<file path="config.mk">
export PLATFORM = sky130hd
export DESIGN_NAME = trigger_pulse_gen_flat
export DESIGN_NICKNAME = d
export VERILOG_FILES = /design/src/rtl/trigger_pulse_gen_if.sv /design/src/rtl/trigger_pulse_gen.sv /design/src/flat_wrapper.sv
export SDC_FILE = /design/constraint.sdc
export NUM_CORES = 1
export LEC_CHECK = 0
export ABC_AREA = 1
export CAP_MARGIN = 20
export CORE_ASPECT_RATIO = 0.6
export CORE_MARGIN = 10
export CORE_UTILIZATION = 49
export DETAILED_ROUTE_END_ITERATION = 7
export PLACE_DENSITY = 0.72
export RECOVER_POWER = 100
export SETUP_SLACK_MARGIN = 0.5
export SLEW_MARGIN = 40
export SYNTH_ARGS = -nofsm -noshare
export SYNTH_HDL_FRONTEND = slang
export SYNTH_SLANG_ARGS = --single-unit
export TNS_END_PERCENT = 20
</file>
<file path="constraint.sdc">
create_clock -name iCLK -period 2.1 [get_ports iCLK]
set_input_delay 0.63 -clock iCLK [delete_from_list [all_inputs] [get_ports iCLK]]
set_output_delay 0.63 -clock iCLK [all_outputs]
set_load 0.1 [all_outputs]
</file>
<file path="src/rtl/trigger_pulse_gen_if.sv">
// Handshake bundle for the trigger pulse generator: request/abort/clear in,
// trigger line plus status out.
interface trigger_pulse_gen_if #(
    parameter int PEND_W = 3
);
    logic              iTrigger_req;
    logic              iAbort;
    logic              iClr_ovf;
    logic              oTrigger_out;
    logic              oBusy;
    logic              oDone;
    logic [PEND_W-1:0] oPending;
    logic              oOverflow;

    modport master (
        output iTrigger_req, iAbort, iClr_ovf,
        input  oTrigger_out, oBusy, oDone, oPending, oOverflow
    );

    modport slave (
        input  iTrigger_req, iAbort, iClr_ovf,
        output oTrigger_out, oBusy, oDone, oPending, oOverflow
    );
endinterface

</file>
<file path="src/rtl/trigger_pulse_gen.sv">
// Turns 1-cycle trigger requests into fixed-width pulses separated by a minimum
// idle gap, queueing requests that arrive while a pulse or gap is in progress.
module trigger_pulse_gen #(
    parameter int PULSE_WIDTH = 16,
    parameter int GAP_WIDTH   = 16,
    parameter int CNT_W       = 16,
    parameter int PEND_W      = 3,
    parameter bit IDLE_LEVEL  = 1'b1
) (
    input  logic                iCLK,
    input  logic                iRST_n,
    trigger_pulse_gen_if.slave  trigIf
);

    typedef enum logic [1:0] {
        IDLE   = 2'd0,
        ASSERT = 2'd1,
        GAP    = 2'd2
    } stateT;

    localparam logic [CNT_W-1:0]  PULSE_LAST = CNT_W'(PULSE_WIDTH - 1);
    localparam logic [CNT_W-1:0]  GAP_LAST   = CNT_W'(GAP_WIDTH - 1);
    localparam logic [PEND_W-1:0] PEND_MAX   = '1;

    stateT             state, stateNxt;
    logic [CNT_W-1:0]  cnt, cntNxt;
    logic [PEND_W-1:0] pending, pendingNxt;
    logic              overflow, overflowNxt;
    logic              doneNxt;
    logic              trigOut;
    logic              busy;
    logic              done;

    logic              launch;
    logic              direct;
    logic              queueReq;
    logic              drop;

    always_comb begin
        stateNxt = state;
        launch   = 1'b0;
        direct   = 1'b0;
        doneNxt  = 1'b0;

        unique case (state)
            IDLE: begin
                if (!trigIf.iAbort && (trigIf.iTrigger_req || pending != '0)) begin
                    stateNxt = ASSERT;
                    launch   = (pending != '0);
                    direct   = (pending == '0);
                end
            end
            ASSERT: begin
                // An abort still routes through GAP so the far end sees the full idle gap
                if (trigIf.iAbort) begin
                    stateNxt = GAP;
                end else if (cnt == PULSE_LAST) begin
                    stateNxt = GAP;
                    doneNxt  = 1'b1;
                end
            end
            GAP: begin
                if (cnt == GAP_LAST) begin
                    if (!trigIf.iAbort && pending != '0) begin
                        stateNxt = ASSERT;
                        launch   = 1'b1;
                    end else if (!trigIf.iAbort && trigIf.iTrigger_req) begin
                        stateNxt = ASSERT;
                        direct   = 1'b1;
                    end else begin
                        stateNxt = IDLE;
                    end
                end
            end
            default: stateNxt = IDLE;
        endcase

        cntNxt = (stateNxt != state || state == IDLE) ? '0 : cnt + CNT_W'(1);

        queueReq = trigIf.iTrigger_req && !direct && !trigIf.iAbort;
        drop     = queueReq && !launch && (pending == PEND_MAX);

        pendingNxt = pending;
        if (trigIf.iAbort) begin
            pendingNxt = '0;
        end else if (queueReq && !launch && !drop) begin
            pendingNxt = pending + PEND_W'(1);
        end else if (launch && !queueReq) begin
            pendingNxt = pending - PEND_W'(1);
        end

        // A drop in the same cycle as a clear must leave the flag set
        if (drop) begin
            overflowNxt = 1'b1;
        end else if (trigIf.iClr_ovf) begin
            overflowNxt = 1'b0;
        end else begin
            overflowNxt = overflow;
        end
    end

    always_ff @(posedge iCLK or negedge iRST_n) begin
        if (!iRST_n) begin
            state    <= IDLE;
            cnt      <= '0;
            pending  <= '0;
            overflow <= 1'b0;
            trigOut  <= IDLE_LEVEL;
            busy     <= 1'b0;
            done     <= 1'b0;
        end else begin
            state    <= stateNxt;
            cnt      <= cntNxt;
            pending  <= pendingNxt;
            overflow <= overflowNxt;
            trigOut  <= (stateNxt == ASSERT) ? ~IDLE_LEVEL : IDLE_LEVEL;
            busy     <= (stateNxt != IDLE);
            done     <= doneNxt;
        end
    end

    assign trigIf.oTrigger_out = trigOut;
    assign trigIf.oBusy        = busy;
    assign trigIf.oDone        = done;
    assign trigIf.oPending     = pending;
    assign trigIf.oOverflow    = overflow;

endmodule

</file>
<file path="src/flat_wrapper.sv">
// flat-port wrapper written by rule: the top's interface ports become plain ports
module trigger_pulse_gen_flat 
#(
    parameter int PULSE_WIDTH = 16,
    parameter int GAP_WIDTH   = 16,
    parameter int CNT_W       = 16,
    parameter int PEND_W      = 3,
    parameter bit IDLE_LEVEL  = 1'b1
)
  (iCLK, iRST_n, trigIf_iTrigger_req, trigIf_iAbort, trigIf_iClr_ovf, trigIf_oTrigger_out, trigIf_oBusy, trigIf_oDone, trigIf_oPending, trigIf_oOverflow);
  trigger_pulse_gen_if #(.PEND_W(PEND_W)) trigIf_i ();
  input  logic iCLK;
  input  logic iRST_n;
  input wire logic [$bits(trigIf_i.iTrigger_req)-1:0] trigIf_iTrigger_req;
  input wire logic [$bits(trigIf_i.iAbort)-1:0] trigIf_iAbort;
  input wire logic [$bits(trigIf_i.iClr_ovf)-1:0] trigIf_iClr_ovf;
  output wire logic [$bits(trigIf_i.oTrigger_out)-1:0] trigIf_oTrigger_out;
  output wire logic [$bits(trigIf_i.oBusy)-1:0] trigIf_oBusy;
  output wire logic [$bits(trigIf_i.oDone)-1:0] trigIf_oDone;
  output wire logic [$bits(trigIf_i.oPending)-1:0] trigIf_oPending;
  output wire logic [$bits(trigIf_i.oOverflow)-1:0] trigIf_oOverflow;
  assign trigIf_i.iTrigger_req = trigIf_iTrigger_req;
  assign trigIf_i.iAbort = trigIf_iAbort;
  assign trigIf_i.iClr_ovf = trigIf_iClr_ovf;
  assign trigIf_oTrigger_out = trigIf_i.oTrigger_out;
  assign trigIf_oBusy = trigIf_i.oBusy;
  assign trigIf_oDone = trigIf_i.oDone;
  assign trigIf_oPending = trigIf_i.oPending;
  assign trigIf_oOverflow = trigIf_i.oOverflow;
  trigger_pulse_gen #(.PULSE_WIDTH(PULSE_WIDTH), .GAP_WIDTH(GAP_WIDTH), .CNT_W(CNT_W), .PEND_W(PEND_W), .IDLE_LEVEL(IDLE_LEVEL)) u_core (.iCLK(iCLK), .iRST_n(iRST_n), .trigIf(trigIf_i));
endmodule
</file>
==> After elaboration in Yosys (flattened, before gate mapping) <==
Cells that the tools add are included.
{ "word_totals": {"out_inout_bits": 7, "input_bits": 5, "reg_bits": 25} }
{ "classes": {"n_mux": 26, "n_eq_ne": 6, "reduce_logical": 22, "addsub": 3} }
{ "op_table": {"columns": ["op", "count"], "rows": [
  ["16-bit by 1-bit adder with 16-bit output (second input constant)", 1],
  ["16-bit by 4-bit == test with 1-bit output (second input constant)", 1],
  ["16-bit 2-to-1 mux", 1],
  ["1-bit 2-to-1 mux", 14],
  ["2-bit 2-to-1 mux", 5],
  ["1-bit logical AND", 9],
  ["3-bit 2-to-1 mux", 3],
  ["2-bit case mux with 3 select lines", 1],
  ["3-bit nonzero test", 2],
  ["1-bit logical NOT", 5],
  ["2-bit by 1-bit == test with 1-bit output (second input constant)", 2],
  ["1-bit case mux with 2 select lines", 2],
  ["2-bit nonzero test", 2],
  ["3-bit by 1-bit adder with 3-bit output (second input constant)", 1],
  ["3-bit == test (second input constant)", 1],
  ["3-bit logical NOT", 1],
  ["3-bit by 1-bit subtractor with 3-bit output (second input constant)", 1],
  ["2-bit == test (second input constant)", 1],
  ["2-bit logical NOT", 1],
  ["1-bit logical OR", 2],
  ["2-bit != test", 1]
]} }

==> Depth between registers and ports, before layout <==
Gate-level depths: netlist (run 1).
{ "depth": {"word_depth": 15, "mapped_depth": 13} }

==> Worst setup path after synthesis (run 1) <==
OpenSTA, ideal clock, no wires.
{ "synth_path": {"kind": "register -> register", "start": "reg u_core.pending[2], in the netlist u_core.trigIf.oPending[2]", "end": "reg u_core.pending[2], in the netlist u_core.trigIf.oPending[2]", "setup_ns": 0.120, "required_time_ns": 1.980, "stages_incl_launch_ff": 13, "arrival_ns": 2.343, "period_less_slack_ns": 2.463, "path_slack_ns": -0.363, "cell_sequence": "dfrtp_1 inv_1 nand3_1 nand2_1 inv_1 nand2_1 nand4_1 inv_1 fa_1 inv_1 nand3_1 nand3_1 nand2_1"} }
{ "synth_between": {"elab_chain_len": 14, "word_cells_on_any_way": 30, "classes_between": "2 x add/sub; 1 x eq/ne; 11 x mux; 16 x reduce/logical"} }
{ "synth_lines": {"columns": ["element", "line_no", "rtl"], "rows": [
  ["from (decl)", "trigger_pulse_gen.sv:27", "logic [PEND_W-1:0] pending, pendingNxt;"],
  ["from (signal assigned)", "trigger_pulse_gen.sv:114", "pending <= pendingNxt;"],
  ["3-bit nonzero test", "trigger_pulse_gen.sv:47, trigger_pulse_gen.sv:49, trigger_pulse_gen.sv:64", null],
  ["1-bit logical AND or 1-bit logical OR (tied branches)", "trigger_pulse_gen.sv:64, trigger_pulse_gen.sv:47", null],
  ["1-bit 2-to-1 mux or 1-bit logical AND (tied branches)", "trigger_pulse_gen.sv:64, trigger_pulse_gen.sv:47", null],
  ["1-bit 2-to-1 mux, on equally long branches", "trigger_pulse_gen.sv:63, trigger_pulse_gen.sv:47", null],
  ["1-bit case mux with 2 select lines", "trigger_pulse_gen.sv:45", "unique case (state)"],
  ["1-bit logical NOT", "trigger_pulse_gen.sv:80", "queueReq = trigIf.iTrigger_req && !direct && !trigIf.iAbort;"],
  ["1-bit logical AND (2 in a row)", "trigger_pulse_gen.sv:80", null],
  ["1-bit logical AND", "trigger_pulse_gen.sv:81, trigger_pulse_gen.sv:86", null],
  ["1-bit logical AND", "trigger_pulse_gen.sv:81", "drop = queueReq && !launch && (pending == PEND_MAX);"],
  ["1-bit logical NOT", "trigger_pulse_gen.sv:86", "end else if (queueReq && !launch && !drop) begin"],
  ["1-bit logical AND", "trigger_pulse_gen.sv:86", null],
  ["3-bit 2-to-1 mux", "trigger_pulse_gen.sv:86", null],
  ["3-bit 2-to-1 mux", "trigger_pulse_gen.sv:84", "if (trigIf.iAbort) begin"]
]} }
Parallel ways exist; a longest one is shown, timed or not. The select of a mux whose other input is x is not followed.
A chain may end at the register's enable or synchronous reset.

==> Worst setup path in the final report (run 1) <==
{ "layout_path": {"start": "reg u_core.cnt[9]", "end": "reg u_core.pending[1], in the netlist u_core.trigIf.oPending[1]"} }
{ "layout_between": {"elab_chain_len": 12, "word_cells_on_any_way": 18, "classes_between": "1 x eq/ne; 6 x mux; 11 x reduce/logical"} }
{ "layout_lines": {"columns": ["element", "line_no", "rtl"], "rows": [
  ["from (decl)", "trigger_pulse_gen.sv:26", "logic [CNT_W-1:0] cnt, cntNxt;"],
  ["from (signal assigned)", "trigger_pulse_gen.sv:113", "cnt <= cntNxt;"],
  ["16-bit by 4-bit == test with 1-bit output *", "trigger_pulse_gen.sv:63", "if (cnt == GAP_LAST) begin"],
  ["1-bit 2-to-1 mux", "trigger_pulse_gen.sv:63", null],
  ["1-bit case mux with 2 select lines", "trigger_pulse_gen.sv:45", null],
  ["1-bit logical NOT", "trigger_pulse_gen.sv:80", null],
  ["1-bit logical AND (2 in a row)", "trigger_pulse_gen.sv:80", null],
  ["1-bit logical AND", "trigger_pulse_gen.sv:81, trigger_pulse_gen.sv:86", null],
  ["1-bit logical AND", "trigger_pulse_gen.sv:81", null],
  ["1-bit logical NOT", "trigger_pulse_gen.sv:86", null],
  ["1-bit logical AND", "trigger_pulse_gen.sv:86", null],
  ["3-bit 2-to-1 mux", "trigger_pulse_gen.sv:86", null],
  ["3-bit 2-to-1 mux", "trigger_pulse_gen.sv:84", null]
]} }
Mark *: on every way between the ends. The rest lies on a longest branch, timed or not.

==> flow_summary_export.csv, run 1 <==
group,metric,value,unit
synthesis,mappedNetlistArea,1390,um^2
timing,holdWs,0.547,ns
drt,drt.antenna.violating_nets,0,
drt,viasPerCell,5.26,
synthesis,synth_top_area_frac,0.432,
drt,drc_errors,0,
drt,firstDrtPassIters,4,
timing,skew,0.00766,ns
critical_path,r2r-end,"u_core.trigIf.oPending[1]",
drt,wire_per_inst,15.7,um
power_and_ir_drop,peakVddDrop,0.000564,V
placement,portBuffers,11,
drt,via_count,1279,
synthesis,synthTopCellsByArea,"dfrtp_1 43%, nand2_1 8.1%, nor2_1 7.6%",
timing,timing.final.crit_share,0.980,
timing,finalSetupViolCount,0,
drt,drt_wl_total,3820,um
critical_path,worstPathMaxFanout,5,
floorplan,die_area,5440,um^2
timing,max-slew-margin-rel,0.587,
synthesis,syn-num-nets,176,
synthesis,syn_avg_cell_area,8.23,um^2
timing,max_freq,0.486,GHz
grt,grt_overflow,0,
synthesis,synth_edf_count,0,
hold_path,hp-start,"u_core.trigIf.oPending[0]",
cts,max-clock-path-buffers,2,
cts,htreeDepth,1,
cells_and_area,multi_input_area,746,um^2
cells_and_area,nNetsFinal,219,
cts,clock_sinks,25,
timing,setup_tns,0,ns
synthesis,ys_warn_count,0,
power_and_ir_drop,leakage,0.852,nW
critical_path,rrSetupSlack,0.04,ns
grt,grt_max_degree,26,
synthesis,synth_cell_types,22,
cts,cts_made_buffers,3,
synthesis,ys_ff_latch,25,
critical_path,cp_top_family,"simple AND/OR/NAND/NOR gates",
timing,slew_violations,0,
synthesis,synth-seq-area-share,0.451,
critical_path,worstSetupEndpointType,"flop",
placement,pre_cts_ws,-0.249,ns
synthesis,syn_inst,169,
critical_path,start_kind,"flop",
grt,grt_pass1_wl,5530,um
synthesis,synth_area_leader_cell,"dfrtp_1",
power_and_ir_drop,fin_total_pwr,2.17,mW
grt,grt_pass1_vias,1184,
timing,rsz0062_at_grt,"yes",
cells_and_area,drive_above_1_share,0.389,
critical_path,crit_chain,"nor2_1, nand2_1, nor2_4, nand3_4, nand2_2, nand2_2, nand4_1, inv_2, fa_2, o22ai_1",
cells_and_area,fin_area,1860,um^2
placement,gp_congestion,0.836,
cells_and_area,diodes,0,
floorplan,die_w,88.8,um
floorplan,die_h,61.3,um
timing,tightestPinTransition,0.619,ns
cells_and_area,ff_latch_area,639,um^2
critical_path,reg2reg_depth,10,
drt,drt_iter0_drc,114,
synthesis,synthTopCellsByCount,"30 x nand2_1, 28 x nor2_1, 24 x dfrtp_1, 24 x inv_1, 13 x nor2_2",
hold_path,hold_depth,1,
critical_path,crit_top_cell,"nand2_2",
floorplan,start_util,0.533,
critical_path,r2r-start,"u_core.cnt[9]",
grt,grt_antenna_before_repair,0,
critical_path,worst-path-buf-inv,1,
cts,cts_root_buf,"clkbuf_8",
flow_run,max_cap_viol_count,0,
cts,clkLatencyLatePin,0.27,ns
cts,holdBufCountCts,0,
floorplan,core_area,2610,um^2
critical_path,crit_path_top_delay_cell,"fa_2",
cells_and_area,area_growth,34.0,%
timing,hold_violations,0,
timing,final.setup.worst_slack,0.0411,ns
hold_path,holdPathEnd,"u_core.trigIf.oPending[0]",
critical_path,worst-setup-path-type,"flop to flop",
floorplan,num_rows,14,
placement,dpl_cell_area,1740,um^2
hold_path,min_path_type,"flop to flop",
critical_path,crit_path_max_incr_delay,0.53,ns
placement,dp_hpwl,2480,um
synthesis,async_reset_ff_frac,1.00,
synthesis,synth_most_common_cell,"nand2_1",
cts,clk_pin_slew_worst_paths,0.09,ns
grt,grt_usage,0.133,
cts,cts_tree,"yes",
run_status,status,"completed",
critical_path,cp.arrival,2.21,ns
floorplan,boundaryPins,12,
critical_path,crit_required,2.25,ns
power_and_ir_drop,powerDensity,1170,nW/um^2
timing,fin_crit,2.06,ns
synthesis,ys.flop_type,"dfrtp_1",
cells_and_area,fillers,184,
==> stage by stage <==
stage,utilization,std cells
global placement,0.668,224
floorplan,-,169
finish,0.714,243
detailed placement,0.668,224
global route,0.714,243
CTS,0.721,237
==> state kept, by name, summed over array words and instances, names as in the netlist <==
signal,flops
u_core.cnt,16
u_core.trigIf.oPending,3
u_core.state,2
u_core.trigIf.oBusy,1
u_core.trigIf.oDone,1
u_core.trigIf.oOverflow,1
u_core.trigIf.oTrigger_out,1
==> layer usage <==
layer,vias up,track usage,routed length [um]
li1,615,-,-
met1,602,0.160,1720
met2,50,0.218,1800
met3,12,0.0435,226
met4,0,0.0503,70
met5,-,0,0
==> repair_timing <==
action                                 CTS  global route
pin swaps                                7            12
gates cloned                             0             1
endpoints found under the hold margin    0             0
setup buffers                            9             5
gates resized for setup                  7            19
setup endpoints to repair               26            26
==> report_power, final <==
part | leakage (nW) | internal (mW) | switching, mW
registers | 0.331 | 0.577 | 0.0795
clock network | 0.0255 | 0.133 | 0.149
logic | 0.496 | 0.378 | 0.856
==> area by class of cell <==
cell class / count / share of cell area
clock inverters: 1 / 0.00268
multi-input cells: 119 / 0.400
repair buffers: 39 / 0.158
flip-flops and latches: 25 / 0.343
clock buffers: 3 / 0.0221
well taps: 32 / 0.0215
inverters: 24 / 0.0523
==> worst max-delay path by stage <==
stage / start / to / slack [ns] / cells past startpoint
2_1_floorplan: u_core.trigIf.oPending[1] / u_core.trigIf.oPending[1] / 0.14 / 10
3_3_place_gp: trigIf_iAbort / u_core.trigIf.oPending[1] / -0.20 / 10
3_5_place_dp: trigIf_iAbort / u_core.trigIf.oPending[1] / -0.25 / 10
4_1_cts: u_core.cnt[1] / u_core.trigIf.oPending[1] / 0.21 / 10
5_1_grt: u_core.cnt[11] / u_core.trigIf.oPending[1] / -0.03 / 10
6_report: u_core.cnt[9] / u_core.trigIf.oPending[1] / 0.04 / 10
==> kinds of logic (layout without fill, tap and decap cells) <==
family | count (synthesis) | count (layout) | synth area share
compound gates | 11 | 11 | 0.0575
buf+inv | 25 | 67 | 0.0728
simple gates | 93 | 93 | 0.314
flops | 25 | 25 | 0.451
xor+xnor | 13 | 13 | 0.0818
fa+ha+maj | 2 | 2 | 0.0234
==> cell usage in the layout, fill, tap and decap left out, drive strengths merged, types with 2 or more instances in the layout <==
cell,instances
a21oi,6
buf,25
clkbuf,13
clkdlybuf4s50,2
dfrtp,24
inv,24
nand2,30
nand3,11
nand4,8
nor2,41
nor3,2
o22ai,2
xnor2,3
xor2,10
No activity file was read; power rests on OpenSTA's default activity.
==> inputs of run 2 (changes only) <==
--- a/config.mk
+++ b/config.mk
@@ -10,6 +10,7 @@
 export CORE_ASPECT_RATIO = 0.6
 export CORE_MARGIN = 10
 export CORE_UTILIZATION = 49
+export CTS_CLUSTER_SIZE = 24
 export DETAILED_ROUTE_END_ITERATION = 7
 export PLACE_DENSITY = 0.72
 export RECOVER_POWER = 100
==> results of run 2 <==
Final layout, timing and power as in run 1 (identical DEF).
==> inputs of run 3 (changes only) <==
--- a/config.mk
+++ b/config.mk
@@ -10,6 +10,7 @@
 export CORE_ASPECT_RATIO = 0.6
 export CORE_MARGIN = 10
 export CORE_UTILIZATION = 49
+export CTS_BUF_LIST = sky130_fd_sc_hd__clkbuf_8
 export CTS_CLUSTER_SIZE = 24
 export DETAILED_ROUTE_END_ITERATION = 7
 export PLACE_DENSITY = 0.72
==> results of run 3 <==
Final layout, timing and power as in run 1 (identical DEF).
